`src/rtl/dglk_spi_master_if.sv`:
```
// Bus bundle for dglk_spi_master: RTMQ ALU write bus in, register readback and SPI pins out.
// Handshake: there is no valid/ready pair. alu_out is sampled on every clk and a write lands when its
// address field matches a register. f_spi_done is a one-cycle strobe with no back-pressure.
interface dglk_spi_master_if #(
    parameter int W_REG = 32,
    parameter int W_ADR = 8,
    parameter int W_ALU = 3*W_REG + 4*W_ADR + 1
);
    logic [W_ALU-1:0] alu_out;
    logic [W_REG-1:0] reg_sdat;
    logic [W_REG-1:0] reg_sctl;
    logic [2:0]       slv_adr;
    logic             f_spi_done;
    logic             csb;
    logic             sclk;
    logic             mosi;
    logic             miso;
    logic [1:0]       dbg_state;

    modport master (
        input  alu_out, miso,
        output reg_sdat, reg_sctl, slv_adr, f_spi_done, csb, sclk, mosi, dbg_state
    );

    modport slave (
        output alu_out, miso,
        input  reg_sdat, reg_sctl, slv_adr, f_spi_done, csb, sclk, mosi, dbg_state
    );
endinterface

```
`src/rtl/dglk_spi_master.sv`:
```
// RTMQ bus-mapped SPI master: SDAT/SCTL registers; an SCTL write starts a 1..32 bit MSB-first transfer.
// Optional macro SPI_MODE_SEL_EN enables CPOL (SCTL[19]) and CPHA (SCTL[20]); otherwise mode 0 is fixed.
module dglk_spi_master #(
    parameter int               W_REG = 32,
    parameter int               W_ADR = 8,
    parameter int               W_ALU = 3*W_REG + 4*W_ADR + 1,
    parameter logic [W_ADR-1:0] R_SDA = 8'h20,
    parameter logic [W_ADR-1:0] R_SCT = 8'h21
) (
    input logic               clk,
    input logic               rst_n,
    dglk_spi_master_if.master bus
);
    typedef enum logic [1:0] {S_IDLE = 2'd0, S_SHIFT = 2'd1} state_t;

    state_t           state;
    logic [W_REG-1:0] sdat_q, sctl_q;
    logic             csb_q, sclk_q, mosi_q, done_q;
    logic [7:0]       cnt_q;
    logic [5:0]       edg_q;

    logic [W_REG-1:0] alu_res, alu_msk, imm_res;
    logic [W_ADR-1:0] alu_rda, imm_rda;
    logic             imm_seg;
    logic             unused_adr;

    // alu_out = {alu_res, alu_msk, alu_rda, alu_r0a, alu_r1a, imm_res, imm_rda, imm_seg}
    assign alu_res    = bus.alu_out[2*W_REG+4*W_ADR+1 +: W_REG];
    assign alu_msk    = bus.alu_out[W_REG+4*W_ADR+1 +: W_REG];
    assign alu_rda    = bus.alu_out[W_REG+3*W_ADR+1 +: W_ADR];
    assign imm_res    = bus.alu_out[W_ADR+1 +: W_REG];
    assign imm_rda    = bus.alu_out[1 +: W_ADR];
    assign imm_seg    = bus.alu_out[0];
    assign unused_adr = ^bus.alu_out[W_REG+W_ADR+1 +: 2*W_ADR];

    logic [W_REG-1:0] sdat_wr, sctl_wr;
    logic             sct_hit;

    // ALU write takes priority over an immediate write to the same register.
    always_comb begin
        sdat_wr = sdat_q;
        sctl_wr = sctl_q;
        if (alu_rda == R_SDA)
            sdat_wr = (sdat_q & ~alu_msk) | (alu_res & alu_msk);
        else if (imm_rda == R_SDA)
            sdat_wr = imm_seg ? {imm_res[W_REG-1:W_REG/2], sdat_q[W_REG/2-1:0]} : imm_res;
        if (alu_rda == R_SCT)
            sctl_wr = (sctl_q & ~alu_msk) | (alu_res & alu_msk);
        else if (imm_rda == R_SCT)
            sctl_wr = imm_seg ? {imm_res[W_REG-1:W_REG/2], sctl_q[W_REG/2-1:0]} : imm_res;
        sct_hit = (alu_rda == R_SCT) || (imm_rda == R_SCT);
    end

    function automatic logic [5:0] bit_count(input logic [5:0] f);
        return (f == 6'd0 || f > 6'd32) ? 6'd32 : f;
    endfunction

    logic [5:0] n_cur, n_new;
    logic [4:0] idx_cur, idx_new;
    logic [6:0] last_edge;
    logic       cpol, cpha, cpol_wr;

    assign n_cur     = bit_count(sctl_q[5:0]);
    assign n_new     = bit_count(sctl_wr[5:0]);
    assign idx_cur   = 5'(n_cur - 6'd1);
    assign idx_new   = 5'(n_new - 6'd1);
    assign last_edge = {n_cur, 1'b0} - 7'd1;

`ifdef SPI_MODE_SEL_EN
    assign cpol    = sctl_q[19];
    assign cpha    = sctl_q[20];
    assign cpol_wr = sctl_wr[19];
`else
    assign cpol    = 1'b0;
    assign cpha    = 1'b0;
    assign cpol_wr = 1'b0;
`endif

    // edg_q counts sclk half-periods; even = leading edge, odd = trailing edge.
    always_ff @(posedge clk or negedge rst_n) begin
        if (!rst_n) begin
            state  <= S_IDLE;
            sdat_q <= '0;
            sctl_q <= '0;
            csb_q  <= 1'b1;
            sclk_q <= 1'b0;
            mosi_q <= 1'b0;
            done_q <= 1'b0;
            cnt_q  <= '0;
            edg_q  <= '0;
        end else begin
            done_q <= 1'b0;
            case (state)
                S_IDLE: begin
                    sdat_q <= sdat_wr;
                    sctl_q <= sctl_wr;
                    sclk_q <= cpol_wr;
                    if (sct_hit) begin
                        state  <= S_SHIFT;
                        csb_q  <= 1'b0;
                        mosi_q <= sdat_wr[idx_new];
                        cnt_q  <= '0;
                        edg_q  <= '0;
                    end
                end
                S_SHIFT: begin
                    if (cnt_q != sctl_q[15:8]) begin
                        cnt_q <= cnt_q + 8'd1;
                    end else begin
                        cnt_q <= '0;
                        edg_q <= edg_q + 6'd1;
                        if (!edg_q[0]) begin
                            sclk_q <= ~cpol;
                            if (cpha) mosi_q <= sdat_q[idx_cur];
                            else      sdat_q <= {sdat_q[W_REG-2:0], bus.miso};
                        end else begin
                            sclk_q <= cpol;
                            if (cpha) sdat_q <= {sdat_q[W_REG-2:0], bus.miso};
                            else      mosi_q <= sdat_q[idx_cur];
                            if ({1'b0, edg_q} == last_edge) begin
                                state  <= S_IDLE;
                                csb_q  <= 1'b1;
                                mosi_q <= 1'b0;
                                done_q <= 1'b1;
                            end
                        end
                    end
                end
                default: state <= S_IDLE;
            endcase
        end
    end

    assign bus.reg_sdat   = sdat_q;
    assign bus.reg_sctl   = {state == S_SHIFT, sctl_q[W_REG-2:0]};
    assign bus.slv_adr    = sctl_q[18:16];
    assign bus.f_spi_done = done_q;
    assign bus.csb        = csb_q;
    assign bus.sclk       = sclk_q;
    assign bus.mosi       = mosi_q;
    assign bus.dbg_state  = state;
endmodule

```
`src/flat_wrapper.sv`:
```
// flat-port wrapper written by rule: the top's interface ports become plain ports
module dglk_spi_master_flat 
#(
    parameter int               W_REG = 32,
    parameter int               W_ADR = 8,
    parameter int               W_ALU = 3*W_REG + 4*W_ADR + 1,
    parameter logic [W_ADR-1:0] R_SDA = 8'h20,
    parameter logic [W_ADR-1:0] R_SCT = 8'h21
)
  (clk, rst_n, bus_alu_out, bus_miso, bus_reg_sdat, bus_reg_sctl, bus_slv_adr, bus_f_spi_done, bus_csb, bus_sclk, bus_mosi, bus_dbg_state);
  dglk_spi_master_if #(.W_REG(W_REG), .W_ADR(W_ADR), .W_ALU(W_ALU)) bus_i ();
  input logic clk;
  input logic rst_n;
  input wire logic [$bits(bus_i.alu_out)-1:0] bus_alu_out;
  input wire logic [$bits(bus_i.miso)-1:0] bus_miso;
  output wire logic [$bits(bus_i.reg_sdat)-1:0] bus_reg_sdat;
  output wire logic [$bits(bus_i.reg_sctl)-1:0] bus_reg_sctl;
  output wire logic [$bits(bus_i.slv_adr)-1:0] bus_slv_adr;
  output wire logic [$bits(bus_i.f_spi_done)-1:0] bus_f_spi_done;
  output wire logic [$bits(bus_i.csb)-1:0] bus_csb;
  output wire logic [$bits(bus_i.sclk)-1:0] bus_sclk;
  output wire logic [$bits(bus_i.mosi)-1:0] bus_mosi;
  output wire logic [$bits(bus_i.dbg_state)-1:0] bus_dbg_state;
  assign bus_i.alu_out = bus_alu_out;
  assign bus_i.miso = bus_miso;
  assign bus_reg_sdat = bus_i.reg_sdat;
  assign bus_reg_sctl = bus_i.reg_sctl;
  assign bus_slv_adr = bus_i.slv_adr;
  assign bus_f_spi_done = bus_i.f_spi_done;
  assign bus_csb = bus_i.csb;
  assign bus_sclk = bus_i.sclk;
  assign bus_mosi = bus_i.mosi;
  assign bus_dbg_state = bus_i.dbg_state;
  dglk_spi_master #(.W_REG(W_REG), .W_ADR(W_ADR), .W_ALU(W_ALU), .R_SDA(R_SDA), .R_SCT(R_SCT)) u_core (.clk(clk), .rst_n(rst_n), .bus(bus_i));
endmodule
```
`config.mk`:
```
export PLATFORM = sky130hd
export DESIGN_NAME = dglk_spi_master_flat
export DESIGN_NICKNAME = d
export VERILOG_FILES = /design/src/rtl/dglk_spi_master_if.sv /design/src/rtl/dglk_spi_master.sv /design/src/flat_wrapper.sv
export SDC_FILE = /design/constraint.sdc
export NUM_CORES = 1
export LEC_CHECK = 0
export ABC_CLOCK_PERIOD_IN_PS = 5500
export CELL_PAD_IN_SITES_DETAIL_PLACEMENT = 0
export CELL_PAD_IN_SITES_GLOBAL_PLACEMENT = 1
export CORE_UTILIZATION = 37
export DETAILED_ROUTE_END_ITERATION = 6
export GPL_ROUTABILITY_DRIVEN = 0
export MAX_ROUTING_LAYER = met4
export PLACE_DENSITY_LB_ADDON = 0.08
export SYNTH_ARGS = -nofsm -noshare
export SYNTH_HDL_FRONTEND = slang
export SYNTH_SLANG_ARGS = --single-unit
export TNS_END_PERCENT = 20
```
`constraint.sdc`:
```
create_clock -name clk -period 5.5 [get_ports clk]
set_clock_uncertainty 0.2 [all_clocks]
set_input_delay 1.1 -clock clk [delete_from_list [all_inputs] [get_ports clk]]
set_output_delay 1.1 -clock clk [all_outputs]
set_load 0.05 [all_outputs]
```
==> Word level (Yosys, flattened, before mapping) <==
Index checks and enable logic that the tools add are counted.
{ "classes": {"mux": 43, "n_reduce_logical": 17, "n_lt_le_gt_ge": 4, "add_sub_neg": 5, "eq_ne": 13, "n_bitwise": 6} }
{ "ops": {"columns": ["operator", "n"], "rows": [
  ["two-way mux 32 bit", 6],
  ["bitwise AND 32 bit", 3],
  ["bitwise OR 32 bit", 2],
  ["one-hot mux 32 bit (2 select lines)", 1],
  ["== test 8 x 6 -> 1 bit, second input constant", 4],
  ["two-way mux 16 bit", 2],
  ["inverter 32 bit", 1],
  ["two-way mux 6 bit", 3],
  ["two-way mux 1 bit", 16],
  ["two-way mux 8 bit", 2],
  ["one-hot mux 8 bit (2 select lines)", 1],
  ["> comparator 6 bit, second input constant", 2],
  ["zero test 6 bit", 2],
  ["< comparator 5 x 6 -> 1 bit, second input constant", 2],
  ["one-hot mux 6 bit (2 select lines)", 1],
  ["binary-select mux 1 bit (select 5 bit)", 2],
  ["subtractor 5 x 1 -> 5 bit, second input constant", 2],
  ["AND reduction 3 bit", 3],
  ["adder 8 x 1 -> 8 bit, second input constant", 1],
  ["two-way mux 2 bit", 4],
  ["!= test 2 x 1 -> 1 bit, second input constant", 4],
  ["!= test 8 bit", 1],
  ["AND reduction 4 bit", 2],
  ["== test 6 x 7 -> 1 bit", 1],
  ["other kinds (12)", 20]
]} }
{ "totals": {"output_inout_bits": 73, "input_bits": 132, "register_bits": 84, "word_cells": 99} }

==> Depth between registers and ports, before layout <==
Gate-level depths: netlist of the first run.
{ "depth": {"word_depth": 12, "depth_mapped": 15, "depth_no_buf": 14} }

==> Least setup slack after synthesis of the first run <==
Ideal clock, no wire load.
{ "synth_timing": {"kind": "input port to flip-flop", "startpoint": "input bus_alu_out[5]", "endpoint": "register u_core.mosi_q (netlist: u_core.bus.mosi)", "n_path_buf": 1, "setup_time_ns": 0.120, "required_time_ns": 5.180, "cell_stages": 14, "t_arrival_ns": 3.991, "slack_ns": 1.189, "cell_sequence": "or4b_4 > and4b_2 > nand2_4 > o221a_2 > nor2_4 > inv_2 > buf_6 > ha_1 > nor2b_1 > mux2i_1 > o32ai_1 > o21ai_0 > a2bb2oi_1 > a31o_1"} }
{ "synth_between": {"elab_chain_len": 11, "word_cells_on_any_way": 18, "classes_between": "add/sub (1); order compare (1); eq/ne (3); mux (9); reduce/logical (4)"} }
{ "synth_rtl": {"columns": ["item", "line_no", "source"], "rows": [
  ["start, declared", "flat_wrapper.sv:14", "input wire logic [$bits(bus_i.alu_out)-1:0] bus_alu_out;"],
  ["== test 8 x 6 -> 1 bit", "dglk_spi_master.sv:49, dglk_spi_master.sv:51", null],
  ["two-way mux 32 bit", "dglk_spi_master.sv:49", "else if (imm_rda == R_SCT)"],
  ["two-way mux 32 bit", "dglk_spi_master.sv:47", "if (alu_rda == R_SCT)"],
  ["> comparator 6 bit or zero test 6 bit (tied branches)", "dglk_spi_master.sv:55", "return (f == 6'd0 || f > 6'd32) ? 6'd32 : f;"],
  ["logical OR 1 bit", "dglk_spi_master.sv:55", null],
  ["two-way mux 5 bit", "dglk_spi_master.sv:55", null],
  ["subtractor 5 x 1 -> 5 bit", "dglk_spi_master.sv:66", "assign idx_new = 5'(n_new - 6'd1);"],
  ["binary-select mux 1 bit (select 5 bit)", "dglk_spi_master.sv:101", "mosi_q <= sdat_wr[idx_new];"],
  ["two-way mux 1 bit (implied by the code)", "dglk_spi_master.sv:101", null],
  ["two-way mux 1 bit", "dglk_spi_master.sv:98", "if (sct_hit) begin"],
  ["one-hot mux 1 bit (2 select lines)", "dglk_spi_master.sv:93", "case (state)"],
  ["end signal, assigned", "dglk_spi_master.sv:101", null],
  ["end signal, assigned", "dglk_spi_master.sv:114", "if (cpha) mosi_q <= sdat_q[idx_cur];"],
  ["end signal, assigned", "dglk_spi_master.sv:119", "else mosi_q <= sdat_q[idx_cur];"],
  ["end, declared", "dglk_spi_master.sv:18", "logic csb_q, sclk_q, mosi_q, done_q;"]
]} }
Parallel ways exist; a longest one is shown, timed or not. The select of a mux whose other input is x is not followed.
A chain may end at the register's enable or synchronous reset.

==> Worst setup path after layout of the first run <==
{ "layout_timing": {"startpoint": "input bus_alu_out[61]", "endpoint": "register u_core.mosi_q (netlist: u_core.bus.mosi)"} }
{ "layout_between": {"elab_chain_len": 10, "word_cells_on_any_way": 16, "classes_between": "add/sub (1); order compare (1); eq/ne (3); mux (7); reduce/logical (4)"} }
{ "layout_rtl": {"columns": ["item", "line_no"], "rows": [
  ["== test 8 x 6 -> 1 bit", "dglk_spi_master.sv:47, dglk_spi_master.sv:51"],
  ["two-way mux 32 bit", "dglk_spi_master.sv:47"],
  ["> comparator 6 bit or zero test 6 bit (tied branches)", "dglk_spi_master.sv:55"],
  ["logical OR 1 bit", "dglk_spi_master.sv:55"],
  ["two-way mux 5 bit", "dglk_spi_master.sv:55"],
  ["subtractor 5 x 1 -> 5 bit", "dglk_spi_master.sv:66"],
  ["binary-select mux 1 bit (select 5 bit)", "dglk_spi_master.sv:101"],
  ["two-way mux 1 bit (implied by the code)", "dglk_spi_master.sv:101"],
  ["two-way mux 1 bit", "dglk_spi_master.sv:98"],
  ["one-hot mux 1 bit (2 select lines)", "dglk_spi_master.sv:93"]
]} }
Parallel ways exist; a longest one is shown, timed or not. The select of a mux whose other input is x is not followed.

==> results.json, run 1 <==
{
  "avgSynthCellArea_sq_um": 8.70,
  "post_drt_via_cell_ratio": 5.83,
  "p_leak_uw": 0.00334,
  "clkTransAtPathRegs_ns": 0.06,
  "seqCellArea_sq_um": 2050,
  "final_nets": 1003,
  "crit_fanout": 8,
  "setup_viol": 0,
  "hold_buffers": 0,
  "wl_um": 22200,
  "crit_cells": 13,
  "hpwl_um": 16000,
  "yosysSeqAreaShare_pct": 33.7,
  "top_layer": "met4",
  "h-tree-depth": 3,
  "hp-class": "flip-flop to flip-flop",
  "synth_nets": 837,
  "firstDrtPassIters": 5,
  "cts_made_buffers": 9,
  "power.density_nw_per_um2": 497,
  "arrival_ns": 5.11,
  "netlist_instances": 701,
  "crit_slowest_cell": "a211oi_1",
  "n_antenna_cell": 0,
  "critPathKind": "input port to flip-flop",
  "synth_warnings": 0,
  "ys_seq_elements": 82,
  "path_cells": "clkdlybuf4s50_1, nor4b_4, nand3_1, mux2i_1, a211oi_1, nand2_1, ha_1, nor2b_1, mux2i_1, o22a_1, o211ai_1, a221oi_2, a31o_1",
  "fillers": 1516,
  "clockRootBuffer": "clkbuf_16",
  "yosys.cell_types.count": 72,
  "crit_buf_inv": 1,
  "instances_no_fill": 1088,
  "status": "complete, no violations",
  "reg2regPathDepth": 9,
  "finalInstanceArea_sq_um": 8470,
  "period_minus_slack_ns": 5.02,
  "grt-ovfl-total": 0,
  "reg2reg_to": "u_core.bus.mosi$_DFFE_PN0P_",
  "io_pins": 205,
  "rsz0062_at_grt": "false",
  "maxSlewHeadroom_pct": 24.9,
  "first_global_vias": 6186,
  "drc_errors": 0,
  "dp.cells": 1072,
  "num_vias": 6341,
  "setup_tns_ns": 0,
  "initial_core_util_pct": 38.1,
  "rrSetupSlack_ns": 1.73,
  "fin_util_pct": 52.9,
  "rr_startpoint": "u_core.sctl_q[5]$_DFFE_PN0N_",
  "area_growth_pct": 38.8,
  "port_buffers": 187,
  "wl_met1_um": 10000,
  "grt_pass1_wl_um": 34800,
  "die_w_um": 130,
  "crit_family": "compound AO/OA/AOI/OAI gates",
  "cts_buffer_depth": 2,
  "maxCapViolCount": 0,
  "start_kind": "input port",
  "wl_met3_um": 1250,
  "crit_end": "u_core.bus.mosi$_DFFE_PN0P_",
  "postCtsSetupBuffers": 0,
  "placed_cell_area_sq_um": 8140,
  "cts_sinks": 82,
  "syn_area_sq_um": 6100,
  "final_max_slew_viol_count": 0,
  "wire_per_inst_um": 20.4,
  "multi_input_area_sq_um": 3730,
  "tightestPinTransition_ns": 1.12,
  "synth_edf_count": 0,
  "path_common_cell": "mux2i_1",
  "grt_max_degree": 75,
  "antenna_found_initial": 0,
  "crit_start": "bus_alu_out[61]",
  "wl_met2_um": 10600,
  "final_layout_size_suffix_gt1_share_pct": 9.98,
  "max_freq_mhz": 199,
  "max-vdd-ir-drop_v": 0.000398,
  "required_ns": 5.59,
  "cts_tree": "done",
  "hold_violations": 0,
  "post_cts_resized": 0,
  "synth_top_flop_cell": "dfrtp_1",
  "drtIter0Drc": 516,
  "dieArea_sq_um": 17000,
  "grt.total_usage_pct": 28.0,
  "antenna_left": 0,
  "clk_latency_ns": 0.35,
  "fin_crit_sh_pct": 91.3,
  "async_reset_ff_share_pct": 100,
  "die_h_um": 130,
  "floorplan.rows": 46,
  "cpPeakStageDelay_ns": 0.56,
  "core_sq_um": 16000,
  "endpoint_kind": "flip-flop"
}
-- stage by stage --
step / setup WS, ns / total power [uW] / hold WS [ns]
after CTS: 0.515 / 4210 / 0.315
final: 0.479 / 4210 / 0.311
after floorplan: 1.19 / 2680 / 0.303
after global placement: 0.308 / 3480 / 0.296
after global routing: 0.233 / 4440 / 0.336
after detailed placement: 0.147 / 3520 / 0.304
-- synth_stat cells (10+ instances only) --
cell      number  share of area [%]
a21oi_1       46                3.8
xor2_1        16                2.3
and3_1        10                1.0
clkbuf_1      30                1.8
mux4_2        10                3.7
a221oi_1      15                2.2
mux2i_1       26                4.3
inv_1         31                1.9
o21ai_0       73                6.0
nor2_1        77                4.7
o21bai_1      21                2.6
nand2_1       53                3.3
mux2_2        22                4.1
nand3_1       11               0.90
nand2b_1      30                3.1
dfrtp_1       81                 33
a22oi_1       20                2.5
-- kinds of logic after synthesis --
| family | after synthesis | share of synthesized area [%] |
|---|---|---|
| DFF | 82 | 33.7 |
| muxes | 60 | 12.5 |
| buffers and inverters | 77 | 5.37 |
| AOI/OAI and AO/OA | 235 | 26.5 |
| and+or+nand+nor | 220 | 18.0 |
| other | 1 | 0.0615 |
| xor gates and xnor gates | 22 | 3.16 |
| adders and majority gates | 4 | 0.821 |
-- worst register-to-register path, delay by kind of cell, from the launching register on --
kind,cells,cell delay [ns]
AO/OA/AOI/OAI,2,0.42
adder cells (fa/ha/maj),1,0.68
buffers and inverters,2,0.36
flip-flops,1,0.51
multiplexers,3,1.33
AND/OR/NAND/NOR,1,0.16
-- worst min-delay path by stage --
stage,startpoint,to,slack (ns),cells past startpoint
after floorplan,u_core.cnt_q[4]$_DFFE_PN0P_,u_core.cnt_q[4]$_DFFE_PN0P_,0.30,1
after global placement,u_core.bus.csb$_DFFE_PN1P_,u_core.bus.csb$_DFFE_PN1P_,0.30,2
after detailed placement,u_core.bus.csb$_DFFE_PN1P_,u_core.bus.csb$_DFFE_PN1P_,0.30,2
after CTS,u_core.bus.csb$_DFFE_PN1P_,u_core.bus.csb$_DFFE_PN1P_,0.31,2
after global routing,flip-flop,flip-flop,0.34,2
final,u_core.bus.csb$_DFFE_PN1P_,u_core.bus.csb$_DFFE_PN1P_,0.31,2
-- report_power, final --
group          leakage (uW)  switching (uW)  internal [uW]
Sequential         0.000949             239            792
Clock              0.000157             258            424
Combinational       0.00223            1490           1010
-- area by class of cell --
| class | instances | share of cell area, % |
|---|---|---|
| clock buffers | 14 | 3.12 |
| clock inverters | 2 | 0.709 |
| inverters | 32 | 1.42 |
| multi-input cells | 542 | 44.1 |
| flip-flops and latches | 82 | 24.3 |
| well taps | 216 | 3.19 |
| repair buffers | 200 | 23.2 |
-- metal layers --
metal / global-route usage [%] / vias up
li1: - / 2911
met1: 37.7 / 3132
met2: 44.1 / 268
met3: 3.38 / 30
met4: 8.52 / 0
met5: - / -
-- cell usage in the layout (no fill, tap or decap), types with 8 or more instances in the layout --
cell type	netlist	layout
a21oi_1	46	45
a22oi_1	20	20
clkbuf_16	0	9
mux2i_1	26	26
buf_4	6	14
inv_1	31	31
nor2_1	77	75
o21ai_0	73	73
mux2_2	22	22
and3_1	10	10
dfrtp_1	81	80
xor2_1	16	16
o221ai_1	8	8
o21bai_1	21	21
a32oi_1	8	8
nand2b_1	30	30
a32o_1	8	8
a221oi_1	15	15
nand3_1	11	11
clkdlybuf4s50_1	0	186
nand2_1	53	53
mux4_2	10	10
Power figures use the tool's default switching activity.
==> run 2, diff against run 1 <==
--- a/config.mk
+++ b/config.mk
@@ -7,6 +7,6 @@
 export LEC_CHECK = 0
-export ABC_CLOCK_PERIOD_IN_PS = 5500
+export ABC_CLOCK_PERIOD_IN_PS = 5300
 export CELL_PAD_IN_SITES_DETAIL_PLACEMENT = 0
 export CELL_PAD_IN_SITES_GLOBAL_PLACEMENT = 1
-export CORE_UTILIZATION = 37
+export CORE_UTILIZATION = 34
 export DETAILED_ROUTE_END_ITERATION = 6
@@ -15,2 +15,3 @@
 export PLACE_DENSITY_LB_ADDON = 0.08
+export SLEW_MARGIN = 25
 export SYNTH_ARGS = -nofsm -noshare
==> constraint.sdc (replaced) <==
create_clock -name clk -period 5.3 [get_ports clk]
set_clock_uncertainty 0.2 [all_clocks]
set_input_delay 0.795 -clock clk [delete_from_list [all_inputs] [get_ports clk]]
set_output_delay 0.795 -clock clk [all_outputs]
set_load 0.05 [all_outputs]
==> run 2 against run 1 <==
- utilization shrank 3.9 points
- largest cell class unchanged
- count of clock-buffer cells in the layout decreased by 3
- largest power group unchanged
- total power grew 4.9%
- non-clock buffer count grew 3
- hold slack worse by 0.055 ns
- worst setup slack gained 0.23 ns
- global-route usage decreased by 2.5 points
==> results.json, run 2 (synthesized netlist as in run 1, its figures left out) <==
{
  "post_drt_via_cell_ratio": 5.63,
  "first_global_vias": 6147,
  "final_common_cell": "clkdlybuf4s50_1",
  "fillers": 1655,
  "setup_viol": 0,
  "drtIter0Drc": 348,
  "wl_um": 22300,
  "io_pins": 205,
  "status": "complete, no violations",
  "power.density_nw_per_um2": 517,
  "drc_errors": 0,
  "layout_common_cells": "186 x clkdlybuf4s50_1, 80 x dfrtp_1, 76 x nor2_1",
  "dieArea_sq_um": 18500,
  "area_growth_pct": 40.0,
  "antenna_found_initial": 0,
  "antenna_left": 0,
  "crit_fanout": 5,
  "die_h_um": 136,
  "arrival_ns": 4.68,
  "hpwl_um": 16100,
  "grt_max_degree": 77,
  "clockRootBuffer": "clkbuf_16",
  "hold_buffers": 0,
  "start_kind": "input port",
  "grt.total_usage_pct": 25.5,
  "rsz0062_at_grt": "false",
  "firstDrtPassIters": 5,
  "postCtsSetupBuffers": 0,
  "timing.hold.ws_ns": 0.256,
  "multi_input_area_sq_um": 3730,
  "period_minus_slack_ns": 4.59,
  "crit_start": "bus_alu_out[5]",
  "wire_per_inst_um": 20.2,
  "cts_sinks": 82,
  "seqCellArea_sq_um": 2050,
  "cts_made_buffers": 9,
  "cts_buffer_depth": 2,
  "dp.cells": 1084,
  "core_sq_um": 17400,
  "p_leak_uw": 0.00337,
  "hold_violations": 0,
  "cts_tree": "done",
  "required_ns": 5.39,
  "num_vias": 6194,
  "tightestPinTransition_ns": 0.967,
  "n_antenna_cell": 0,
  "post_cts_resized": 0,
  "floorplan.rows": 48,
  "final_nets": 1006,
  "fin_crit_sh_pct": 86.6,
  "endpoint_kind": "flip-flop",
  "instances_no_fill": 1100,
  "critPathKind": "input port to flip-flop",
  "grt-ovfl-total": 0,
  "grt_pass1_wl_um": 34800,
  "port_buffers": 187,
  "hp-class": "input port to asynchronous set/reset pin",
  "h-tree-depth": 3,
  "maxSlewHeadroom_pct": 35.5,
  "initial_core_util_pct": 35.0,
  "die_w_um": 136,
  "fin_util_pct": 49.0,
  "rr_startpoint": "u_core.sctl_q[5]$_DFFE_PN0N_",
  "maxCapViolCount": 0,
  "max_freq_mhz": 218,
  "final_max_slew_viol_count": 0,
  "clkTransAtPathRegs_ns": 0.06,
  "setup_tns_ns": 0,
  "final_layout_size_suffix_gt1_share_pct": 10.3,
  "max-vdd-ir-drop_v": 0.000338,
  "clk_latency_ns": 0.35
}
-- run 2: where the power goes --
part / internal [uW] / switching [uW]
Sequential: 822 / 254
Clock: 473 / 277
Combinational: 1050 / 1540
Total: 2340 / 2080
-- run 2: cell type report --
type | count | area share (%)
clock inverter | 5 | 1.20
tap | 225 | 3.30
sequential | 82 | 24.1
timing repair buffer | 203 | 23.5
inverter | 32 | 1.41
clock buffer | 11 | 2.84
multi-input combinational | 542 | 43.6
-- run 2: stage by stage --
| stage | instance area [sq um] | worst slack [ns] | power, uW |
|---|---|---|---|
| global placement | 8160 | 0.378 | 3640 |
| floorplan | 6100 | 1.29 | 2780 |
| detailed placement | 8190 | 0.356 | 3670 |
| CTS | 8540 | 0.716 | 4430 |
| global route | 8540 | 0.506 | 4660 |
| finish | 8540 | 0.708 | 4420 |
-- run 2: worst paths after layout --
check / slack [ns] / endpoint / cells past startpoint
worst max register to register: 1.41 / u_core.bus.mosi$_DFFE_PN0P_ / 9
worst max-delay path: 0.71 / u_core.bus.mosi$_DFFE_PN0P_ / 13
worst min register to register: 0.31 / flip-flop / 2
min in group clk: 0.31 / flip-flop / 2
max in group asynchronous: 3.61 / u_core.bus.dbg_state[0]$_DFFE_PN0P_ / 2
worst min-delay path: 0.26 / asynchronous set/reset pin / 1
-- run 2: layer usage --
layer	GRT usage, %	routed length [um]
met5	-	0
met4	7.41	312
met3	3.84	1100
met2	40.5	10600
met1	33.5	10200
-- run 2: critical path, cell delays in order --
cell	delay, ns
clkdlybuf4s50_1	0.40
or4b_4	0.58
and4b_2	0.40
mux2i_1	0.10
a211oi_1	0.52
nand2_1	0.13
ha_1	0.33
nor2b_1	0.16
mux2i_1	0.44
o22a_1	0.23
o211ai_1	0.14
a221oi_2	0.27
a31o_1	0.17
